<file path="src/rtl/idex_hazard_reg_pkg.sv">
// Shared definitions for the ID/EX pipeline register: FSM encoding,
// control-bus field positions and the jr/jalr PC-source code.
package idex_hazard_reg_pkg;

  typedef enum logic {
    RUN  = 1'b0,
    HOLD = 1'b1
  } state_t;

  // Bit positions inside the 12-bit packed control bus
  localparam int CTRL_REGWRITE  = 11;
  localparam int CTRL_MEMREAD   = 10;
  localparam int CTRL_MEMWRITE  = 9;
  localparam int CTRL_MEMTOREG  = 8;
  localparam int CTRL_ALUSRC    = 7;
  localparam int CTRL_ALUCTRL_HI = 6;
  localparam int CTRL_ALUCTRL_LO = 2;
  localparam int CTRL_SPARE_HI  = 1;
  localparam int CTRL_SPARE_LO  = 0;

  localparam logic [2:0] PCSRC_JR = 3'b010;

endpackage

</file>
<file path="src/rtl/idex_hazard_reg_hazard_detect.sv">
// Combinational hazard detection: load-use against EX, and jr/jalr
// source-register dependencies on loads sitting in EX or MEM.
module hazard_detect
  import idex_hazard_reg_pkg::*;
(
  input  logic [4:0] ifid_rs,
  input  logic [4:0] ifid_rt,
  input  logic [2:0] id_pcsrc,
  input  logic       idex_mem_read,
  input  logic [4:0] idex_rd,
  input  logic       exmem_mem_read,
  input  logic [4:0] exmem_rd,
  output logic       load_use,
  output logic       jr_load_ex,
  output logic       jr_load_mem
);

  logic is_jr;

  assign is_jr = (id_pcsrc == PCSRC_JR);

  // A destination of $0 never creates a real dependency
  assign load_use = idex_mem_read && (idex_rd != 5'd0) &&
                    ((idex_rd == ifid_rs) || (idex_rd == ifid_rt));

  assign jr_load_ex = is_jr && idex_mem_read && (idex_rd == ifid_rs) &&
                      (ifid_rs != 5'd0);

  assign jr_load_mem = is_jr && exmem_mem_read && (exmem_rd == ifid_rs) &&
                       (ifid_rs != 5'd0);

endmodule

</file>
<file path="src/rtl/idex_hazard_reg.sv">
// ID/EX pipeline register with stall/flush bubble insertion, a two-state
// FSM that stretches jr-after-load to two stall cycles, and a stall counter.
module idex_hazard_reg
  import idex_hazard_reg_pkg::*;
#(
  parameter int DATA_W = 32,
  parameter int CTRL_W = 12
) (
  input  logic              clk,
  input  logic              reset,
  input  logic [4:0]        IFID_Rs,
  input  logic [4:0]        IFID_Rt,
  input  logic [4:0]        ID_RegWriteAddr,
  input  logic [CTRL_W-1:0] ID_Ctrl,
  input  logic [2:0]        ID_PCSrc,
  input  logic [DATA_W-1:0] ID_RsData,
  input  logic [DATA_W-1:0] ID_RtData,
  input  logic [DATA_W-1:0] ID_Imm,
  input  logic [DATA_W-1:0] ID_PC4,
  input  logic              EXMEM_MemRead,
  input  logic [4:0]        EXMEM_RegWriteAddr,
  input  logic              Flush,
  output logic [4:0]        IDEX_Rs,
  output logic [4:0]        IDEX_Rt,
  output logic [4:0]        IDEX_RegWriteAddr,
  output logic              IDEX_RegWrite,
  output logic              IDEX_MemRead,
  output logic [CTRL_W-1:0] IDEX_Ctrl,
  output logic [DATA_W-1:0] IDEX_RsData,
  output logic [DATA_W-1:0] IDEX_RtData,
  output logic [DATA_W-1:0] IDEX_Imm,
  output logic [DATA_W-1:0] IDEX_PC4,
  output logic              Stall,
  output logic [15:0]       StallCycles
);

  state_t state;
  logic   load_use;
  logic   jr_load_ex;
  logic   jr_load_mem;
  logic   bubble;

  hazard_detect u_hazard_detect (
    .ifid_rs        (IFID_Rs),
    .ifid_rt        (IFID_Rt),
    .id_pcsrc       (ID_PCSrc),
    .idex_mem_read  (IDEX_MemRead),
    .idex_rd        (IDEX_RegWriteAddr),
    .exmem_mem_read (EXMEM_MemRead),
    .exmem_rd       (EXMEM_RegWriteAddr),
    .load_use       (load_use),
    .jr_load_ex     (jr_load_ex),
    .jr_load_mem    (jr_load_mem)
  );

  assign IDEX_RegWrite = IDEX_Ctrl[CTRL_REGWRITE];
  assign IDEX_MemRead  = IDEX_Ctrl[CTRL_MEMREAD];

  // HOLD covers the second cycle of jr-after-load unconditionally, since
  // the load has moved on to MEM by then; a flush always wins.
  always_comb begin
    Stall = 1'b0;
    case (state)
      RUN:     Stall = (load_use | jr_load_ex | jr_load_mem) & ~Flush;
      HOLD:    Stall = ~Flush;
      default: Stall = 1'b0;
    endcase
  end

  assign bubble = Stall | Flush;

  always_ff @(posedge clk or negedge reset) begin
    if (!reset) begin
      state <= RUN;
    end else begin
      case (state)
        RUN:     state <= (jr_load_ex && !Flush) ? HOLD : RUN;
        HOLD:    state <= RUN;
        default: state <= RUN;
      endcase
    end
  end

  always_ff @(posedge clk or negedge reset) begin
    if (!reset) begin
      IDEX_Rs           <= '0;
      IDEX_Rt           <= '0;
      IDEX_RegWriteAddr <= '0;
      IDEX_Ctrl         <= '0;
      IDEX_RsData       <= '0;
      IDEX_RtData       <= '0;
      IDEX_Imm          <= '0;
      IDEX_PC4          <= '0;
    end else if (bubble) begin
      IDEX_Rs           <= '0;
      IDEX_Rt           <= '0;
      IDEX_RegWriteAddr <= '0;
      IDEX_Ctrl         <= '0;
      IDEX_RsData       <= '0;
      IDEX_RtData       <= '0;
      IDEX_Imm          <= '0;
      IDEX_PC4          <= '0;
    end else begin
      IDEX_Rs           <= IFID_Rs;
      IDEX_Rt           <= IFID_Rt;
      IDEX_RegWriteAddr <= ID_RegWriteAddr;
      IDEX_Ctrl         <= ID_Ctrl;
      IDEX_RsData       <= ID_RsData;
      IDEX_RtData       <= ID_RtData;
      IDEX_Imm          <= ID_Imm;
      IDEX_PC4          <= ID_PC4;
    end
  end

  always_ff @(posedge clk or negedge reset) begin
    if (!reset) begin
      StallCycles <= '0;
    end else if (Stall && (StallCycles != 16'hFFFF)) begin
      StallCycles <= StallCycles + 16'd1;
    end
  end

endmodule

</file>
<file path="config.mk">
export PLATFORM = sky130hd
export DESIGN_NAME = idex_hazard_reg
export DESIGN_NICKNAME = d
export VERILOG_FILES = /design/src/rtl/idex_hazard_reg_pkg.sv /design/src/rtl/idex_hazard_reg_hazard_detect.sv /design/src/rtl/idex_hazard_reg.sv
export SDC_FILE = /design/constraint.sdc
export NUM_CORES = 1
export LEC_CHECK = 0
export CAP_MARGIN = 10
export CORE_ASPECT_RATIO = 2
export CORE_MARGIN = 3
export CORE_UTILIZATION = 36
export CTS_BUF_LIST = sky130_fd_sc_hd__clkbuf_4 sky130_fd_sc_hd__clkbuf_8
export CTS_CLUSTER_DIAMETER = 30
export DETAILED_ROUTE_END_ITERATION = 10
export GPL_ROUTABILITY_DRIVEN = 0
export GPL_TIMING_DRIVEN = 0
export PLACE_DENSITY_LB_ADDON = 0.25
export SYNTH_ARGS = -nofsm -noshare
export SYNTH_HDL_FRONTEND = slang
export SYNTH_SLANG_ARGS = --single-unit
</file>
<file path="constraint.sdc">
create_clock -name clk -period 2.4 [get_ports clk]
set_input_delay 0.48 -clock clk [delete_from_list [all_inputs] [get_ports clk]]
set_output_delay 0.48 -clock clk [all_outputs]
set_load 0.02 [all_outputs]
</file>
=== After elaboration in Yosys (flattened, before gate mapping) ===
Cells that the tools add are included.

* Register bits: 172
* Input port bits: 167
* Logic and storage cells: 47

* $add $sub $neg: 1
* Eq/ne operators: 5
* Muxes and demuxes: 11
* Bitwise gates (word level): 6
* Reduce and logical (&&, ||, !) cells: 14

{| class="wikitable"
|+ Operators by type and width
! cell !! number
|-
| $mux 32 || 4
|-
| $add 16x1->16 const B || 1
|-
| $ne 16x16->1 const B || 1
|-
| $eq 5x5->1 || 3
|-
| $mux 5 || 3
|-
| $mux 12 || 1
|-
| $logic_and 1x1->1 || 10
|-
| $reduce_bool 5->1 || 2
|-
| $pmux 1 s2 || 2
|-
| $eq 3x2->1 const B || 1
|-
| $or 1x1->1 || 3
|-
| $not 1->1 || 2
|-
| $and 1x1->1 || 1
|-
| $logic_not 1->1 || 1
|-
| $logic_or 1x1->1 || 1
|-
| $mux 1 || 1
|}

=== Depth between registers and ports, before layout ===
Gate-level depths: netlist (run 1).

* Word-level depth: 10
* Mapped depth: 8
* Depth with buffers taken out: 8

=== Cells and area by module ===
From an unflattened synthesis (run 1), not the netlist that was laid out.

* Cell total of the unflattened synthesis: 434
* Area total of the unflattened synthesis: 6020.8 um^2

{| class="wikitable"
|+ Modules (own cells, without submodules)
! module !! times used !! cells each !! area each (um^2) !! sequential area each (um^2)
|-
| idex_hazard_reg || 1 || 404 || 5803.1 || 4304.1
|-
| hazard_detect || 1 || 30 || 217.7 || 0.0
|}

=== Worst setup path before layout (run 1) ===
OpenSTA, ideal clock, no wires.

* Path type: input -> output
* Start point: input IFID_Rs[1]
* End point: output Stall
* Arrival time: 1963 ps
* Required time: 1920 ps
* Path slack: -43 ps
* Stages: 7
* Buffers on the path: 1
* Path through: or4_1 > nor2_1 > nor4b_1 > a41o_1 > nor3_4 > buf_2 > nor2_1

* Cells in the longest elaborated chain, start to end: 7

{| class="wikitable"
|+ Ends and longest elaborated chain
! what !! line !! text
|-
| start: declaration || idex_hazard_reg.sv:11 || <nowiki>input logic [4:0] IFID_Rs,</nowiki>
|-
| $eq 5x5->1 || idex_hazard_reg_hazard_detect.sv:24, idex_hazard_reg_hazard_detect.sv:26 ||
|-
| $logic_or 1x1->1 / $logic_and 1x1->1 (equally long branches) || idex_hazard_reg_hazard_detect.sv:24, idex_hazard_reg_hazard_detect.sv:26 ||
|-
| $logic_and 1x1->1, on equally long branches || idex_hazard_reg_hazard_detect.sv:23, idex_hazard_reg_hazard_detect.sv:26 ||
|-
| $or 1x1->1 || idex_hazard_reg.sv:64 || <nowiki>RUN: Stall = (load_use | jr_load_ex | jr_load_mem) & ~Flush;</nowiki>
|-
| $or 1x1->1 (*) || idex_hazard_reg.sv:64 ||
|-
| $and 1x1->1 (*) || idex_hazard_reg.sv:64 ||
|-
| $pmux 1 s2 (*) || idex_hazard_reg.sv:63 || <nowiki>case (state)</nowiki>
|-
| end: declaration || idex_hazard_reg.sv:33 || <nowiki>output logic Stall,</nowiki>
|}

Every way passes the cells marked *; elsewhere a longest branch is shown, timed or not.

=== Final worst setup path (run 1) ===
Same ends and word-level chain as after synthesis.

==> results of run 1 <==
-- flip-flops by register name, indices dropped and copies added, names as in the netlist --
name	cells
IDEX_Rt	5
IDEX_Imm	32
StallCycles	16
IDEX_RegWriteAddr	5
IDEX_PC4	32
IDEX_RsData	32
IDEX_RtData	32
state	1
IDEX_Rs	5
IDEX_Ctrl	12
-- layer usage --
layer  vias up  routed length, µm  part of all wire  GRT usage
met5         -                  0                 0          0
met4         0                914             0.050      0.113
met3        53               1290             0.070     0.0648
met2       248              10200              0.55      0.368
met1      2258               6090              0.33      0.201
li1       2095                  -                 -          -
-- report_power, final --
part	switching (mW)	internal [mW]	leakage [nW]	total, mW
combinational	0.491	0.622	2.08	1.11
sequential	0.0607	3.05	2.24	3.11
clock	1.02	1.35	0.244	2.37
total	1.57	5.02	4.56	6.59
-- cell families (layout without fill, tap and decap cells) --
group,after synthesis,after routing,synth area share
XOR/XNOR,28,28,0.0408
AND/OR/NAND/NOR,205,205,0.213
AO/OA/AOI/OAI,3,3,0.00437
flip-flops,172,172,0.716
other,0,1,0
multiplexers,3,3,0.00562
buffers and inverters,21,401,0.0181
adder cells (fa/ha/maj),1,1,0.00208
-- through the flow --
stage	instances	power, mW	utilization	instance area [µm²]
after floorplan	433	3.54	-	6010
after global placement	977	4.24	0.592	9670
after detailed placement	978	4.27	0.594	9700
after CTS	1016	6.68	0.627	10300
after global routing	1018	6.90	0.632	10300
final	1018	6.59	0.632	10300
-- cell usage after synthesis --
master / number / share of area
and3_1: 2 / 0.0021
ha_1: 1 / 0.0021
nand2b_1: 2 / 0.0021
nand2_1: 5 / 0.0031
nor3_4: 1 / 0.0027
and2_1: 155 / 0.16
a41o_1: 1 / 0.0017
mux2_2: 3 / 0.0056
nor2_1: 5 / 0.0031
buf_4: 2 / 0.0025
and4_1: 1 / 0.0015
xnor2_1: 12 / 0.017
nor4_1: 5 / 0.0052
or4_1: 4 / 0.0050
clkbuf_1: 1 / 0.00062
nor4b_1: 3 / 0.0044
or4b_2: 1 / 0.0017
nor3b_1: 2 / 0.0025
nand3_1: 8 / 0.0067
nand3b_1: 2 / 0.0025
o221a_2: 1 / 0.0019
nor4_2: 1 / 0.0021
buf_2: 18 / 0.015
dfrtp_1: 172 / 0.72
nand4_1: 2 / 0.0021
o21ai_0: 1 / 0.00083
nor3_1: 6 / 0.0050
xor2_1: 16 / 0.023
-- critical path, cell delays in order --
cell and delay (ps):
clkdlybuf4s15_2 230, or4_4 540, nor2_2 130, nor4b_2 60
a41o_1 270, nor3_4 200, buf_6 150, nor2_4 30
buf_6 140
-- cell type report --
cell class                      instances  area, µm²  area share
Antenna cell                            1       2.50    0.000242
Buffer                                 21        143      0.0138
Clock buffer                           22        290      0.0281
Clock inverter                         10        186      0.0180
Multi-Input combinational cell        240       1660       0.160
Sequential cell                       172       4310       0.417
Tap cell                              204        255      0.0247
Timing Repair Buffer                  348       3490       0.338
-- final timing paths --
path | cells past startpoint | to | slack, ps
min in group asynchronous | 2 | IDEX_Ctrl[5] | 510
hold reg to reg | 1 | state | 470
hold / removal | 2 | IDEX_Rs[2] | 450
setup / recovery | 9 | Stall | -330
max in group asynchronous | 3 | IDEX_RegWriteAddr[4] | 890
setup reg to reg | 8 | IDEX_Ctrl[9] | 80
-- repair_timing --
action	in CTS	in global routing
endpoints found under the hold margin	48	0
setup endpoints to repair	151	139
setup buffers	5	1
hold buffers	1	0
pin swaps	4	3
gates resized for setup	22	18
==> results_tabular.tex, run 1 <==
\begin{tabular}{lr}
\hline
Metric & Value \\
\hline
\multicolumn{2}{l}{\textbf{Critical path}} \\
\quad Worst setup path startpoint & IFID\_Rs[1] \\
\quad CP endpoint kind & output pin \\
\quad Worst reg2reg startpoint & IDEX\_RegWriteAddr[1] \\
\quad Nature of the critical path startpoint & input pin \\
\quad Data arrival time of the critical path & 2250 ps \\
\quad Data required time of the worst path & 1920 ps \\
\quad Type of the worst setup path & input pin to output pin \\
\quad Largest fanout on the critical path & 4 \\
\multicolumn{2}{l}{\textbf{CTS}} \\
\quad Root buffer cell & clkbuf\_8 \\
\quad H-tree depth & 4 \\
\quad Clock latency at the later pin of the worst-skew pair & 440 ps \\
\quad CTS clk-pin slew, worst paths & 80 ps \\
\quad Worst-case clock buffer depth & 2 \\
\quad Clock net sink count & 172 \\
\quad CTS tree & built \\
\quad Total CTS buffers & 17 \\
\multicolumn{2}{l}{\textbf{Route}} \\
\quad DRC violation count after routing & 0 \\
\quad WL per Instance & 18.1 µm \\
\quad Drt total wl & 18.5 mm \\
\quad Number of vias after detailed routing & 4,654 \\
\quad Number of optimization iterations in the first detailed-route pass & 4 \\
\quad Violation count after the first detailed-route iteration & 122 \\
\quad Routed Antenna Nets & 0 \\
\quad Detail-routed via count per cell & 4.57 \\
\multicolumn{2}{l}{\textbf{Timing}} \\
\quad Number of endpoints failing setup at the final stage & 1 \\
\quad Number of pins with negative max-slew slack in the final report & 0 \\
\quad Setup repair after global routing missed its margin & yes \\
\quad Setup TNS & -327 ps \\
\quad Final Critical Period & 2730 ps \\
\quad Final Hold Fails & 0 \\
\quad Max-Slew Margin vs Limit & 0.557 \\
\quad Final WS setup & -327 ps \\
\quad Worst-Margin Slew & 665 ps \\
\quad Fin crit share & 1.14 \\
\quad Maximum frequency from static timing analysis & 367 MHz \\
\quad Clock skew after layout & 9.89 ps \\
\quad Minimum hold slack & 450 ps \\
\multicolumn{2}{l}{\textbf{Run status}} \\
\quad Result of the run & complete, but fails checks \\
\quad Failing checks & setup timing \\
\multicolumn{2}{l}{\textbf{Placement}} \\
\quad Post-placement worst setup slack & -1180 ps \\
\quad Post-DP HPWL & 14.1 mm \\
\quad Count of buffers inserted at the top-level ports & 340 \\
\multicolumn{2}{l}{\textbf{Global route}} \\
\quad Initial antenna violation count & 1 \\
\quad GRT Resource Usage Total & 0.203 \\
\quad Via count of the first global-routing pass & 5,142 \\
\quad Maximum number of pins on one net before global-route repair & 125 \\
\quad Global-route wire length before repair & 28.4 mm \\
\quad Global-route congestion overflow total & 0 \\
\multicolumn{2}{l}{\textbf{Layout}} \\
\quad Net count reported at finish & 968 \\
\quad Top library cells by usage in the layout, fill and taps aside & clkdlybuf4s50\_1 (334), dfrtp\_1 (171), and2\_1 (155), clkbuf\_8 (20), xor2\_1 (16) \\
\quad Count of filler cells inserted in the layout & 1,264 \\
\quad Fraction of layout cells with a size suffix above 1 & 0.0984 \\
\quad Syn-to-layout area delta & 71.9\% \\
\quad Leading cell type in the layout, fill and taps excluded & clkdlybuf4s50\_1 \\
\multicolumn{2}{l}{\textbf{Synthesis}} \\
\quad Number of register bits inferred by synthesis & 172 \\
\quad Warnings from Yosys & 0 \\
\quad Count of distinct cell types in the synthesized netlist & 28 \\
\quad Post-Syn Area & 6010 µm² \\
\quad Avg Synthesized Cell Area & 13.9 µm² \\
\quad Cells after synthesis & 433 \\
\quad Post-synthesis sequential area ratio & 0.716 \\
\quad Net count after synthesis & 601 \\
\multicolumn{2}{l}{\textbf{Floorplan}} \\
\quad Vert. Die Dim & 189 µm \\
\quad Die W & 97.4 µm \\
\quad Die area & 18,400 µm² \\
\quad Number of placed I/O pins & 341 \\
\quad Initial Utilization & 0.368 \\
\quad Core footprint & 16,400 µm² \\
\quad Floorplan row count & 66 \\
\multicolumn{2}{l}{\textbf{Power}} \\
\quad Maximum resistive drop on vdd & 386 µV \\
\quad Static Leak & 4.56 nW \\
\quad Pwr/cell area & 638 nW/µm² \\
\multicolumn{2}{l}{\textbf{Min path}} \\
\quad Class of the tightest hold or removal check & input pin to register \\
\quad Beginning of the worst hold path & IFID\_Rs[2] \\
\multicolumn{2}{l}{\textbf{Job}} \\
\quad Maxcap violations & 0 \\
\hline
\end{tabular}
Note: power is estimated with default switching activity, not from simulation.
==> run 2: changes to the inputs <==
ABC_CLOCK_PERIOD_IN_PS = 2400   (was unset)
==> results of run 2 <==
No change in the layout: final DEF, timing and power equal those of run 1.
==> run 3: changes to the inputs <==
CAP_MARGIN = unset   (was 10)
HOLD_SLACK_MARGIN = 0.12   (was unset)
==> results of run 3 <==
No change in the layout: final DEF, timing and power equal those of run 1.
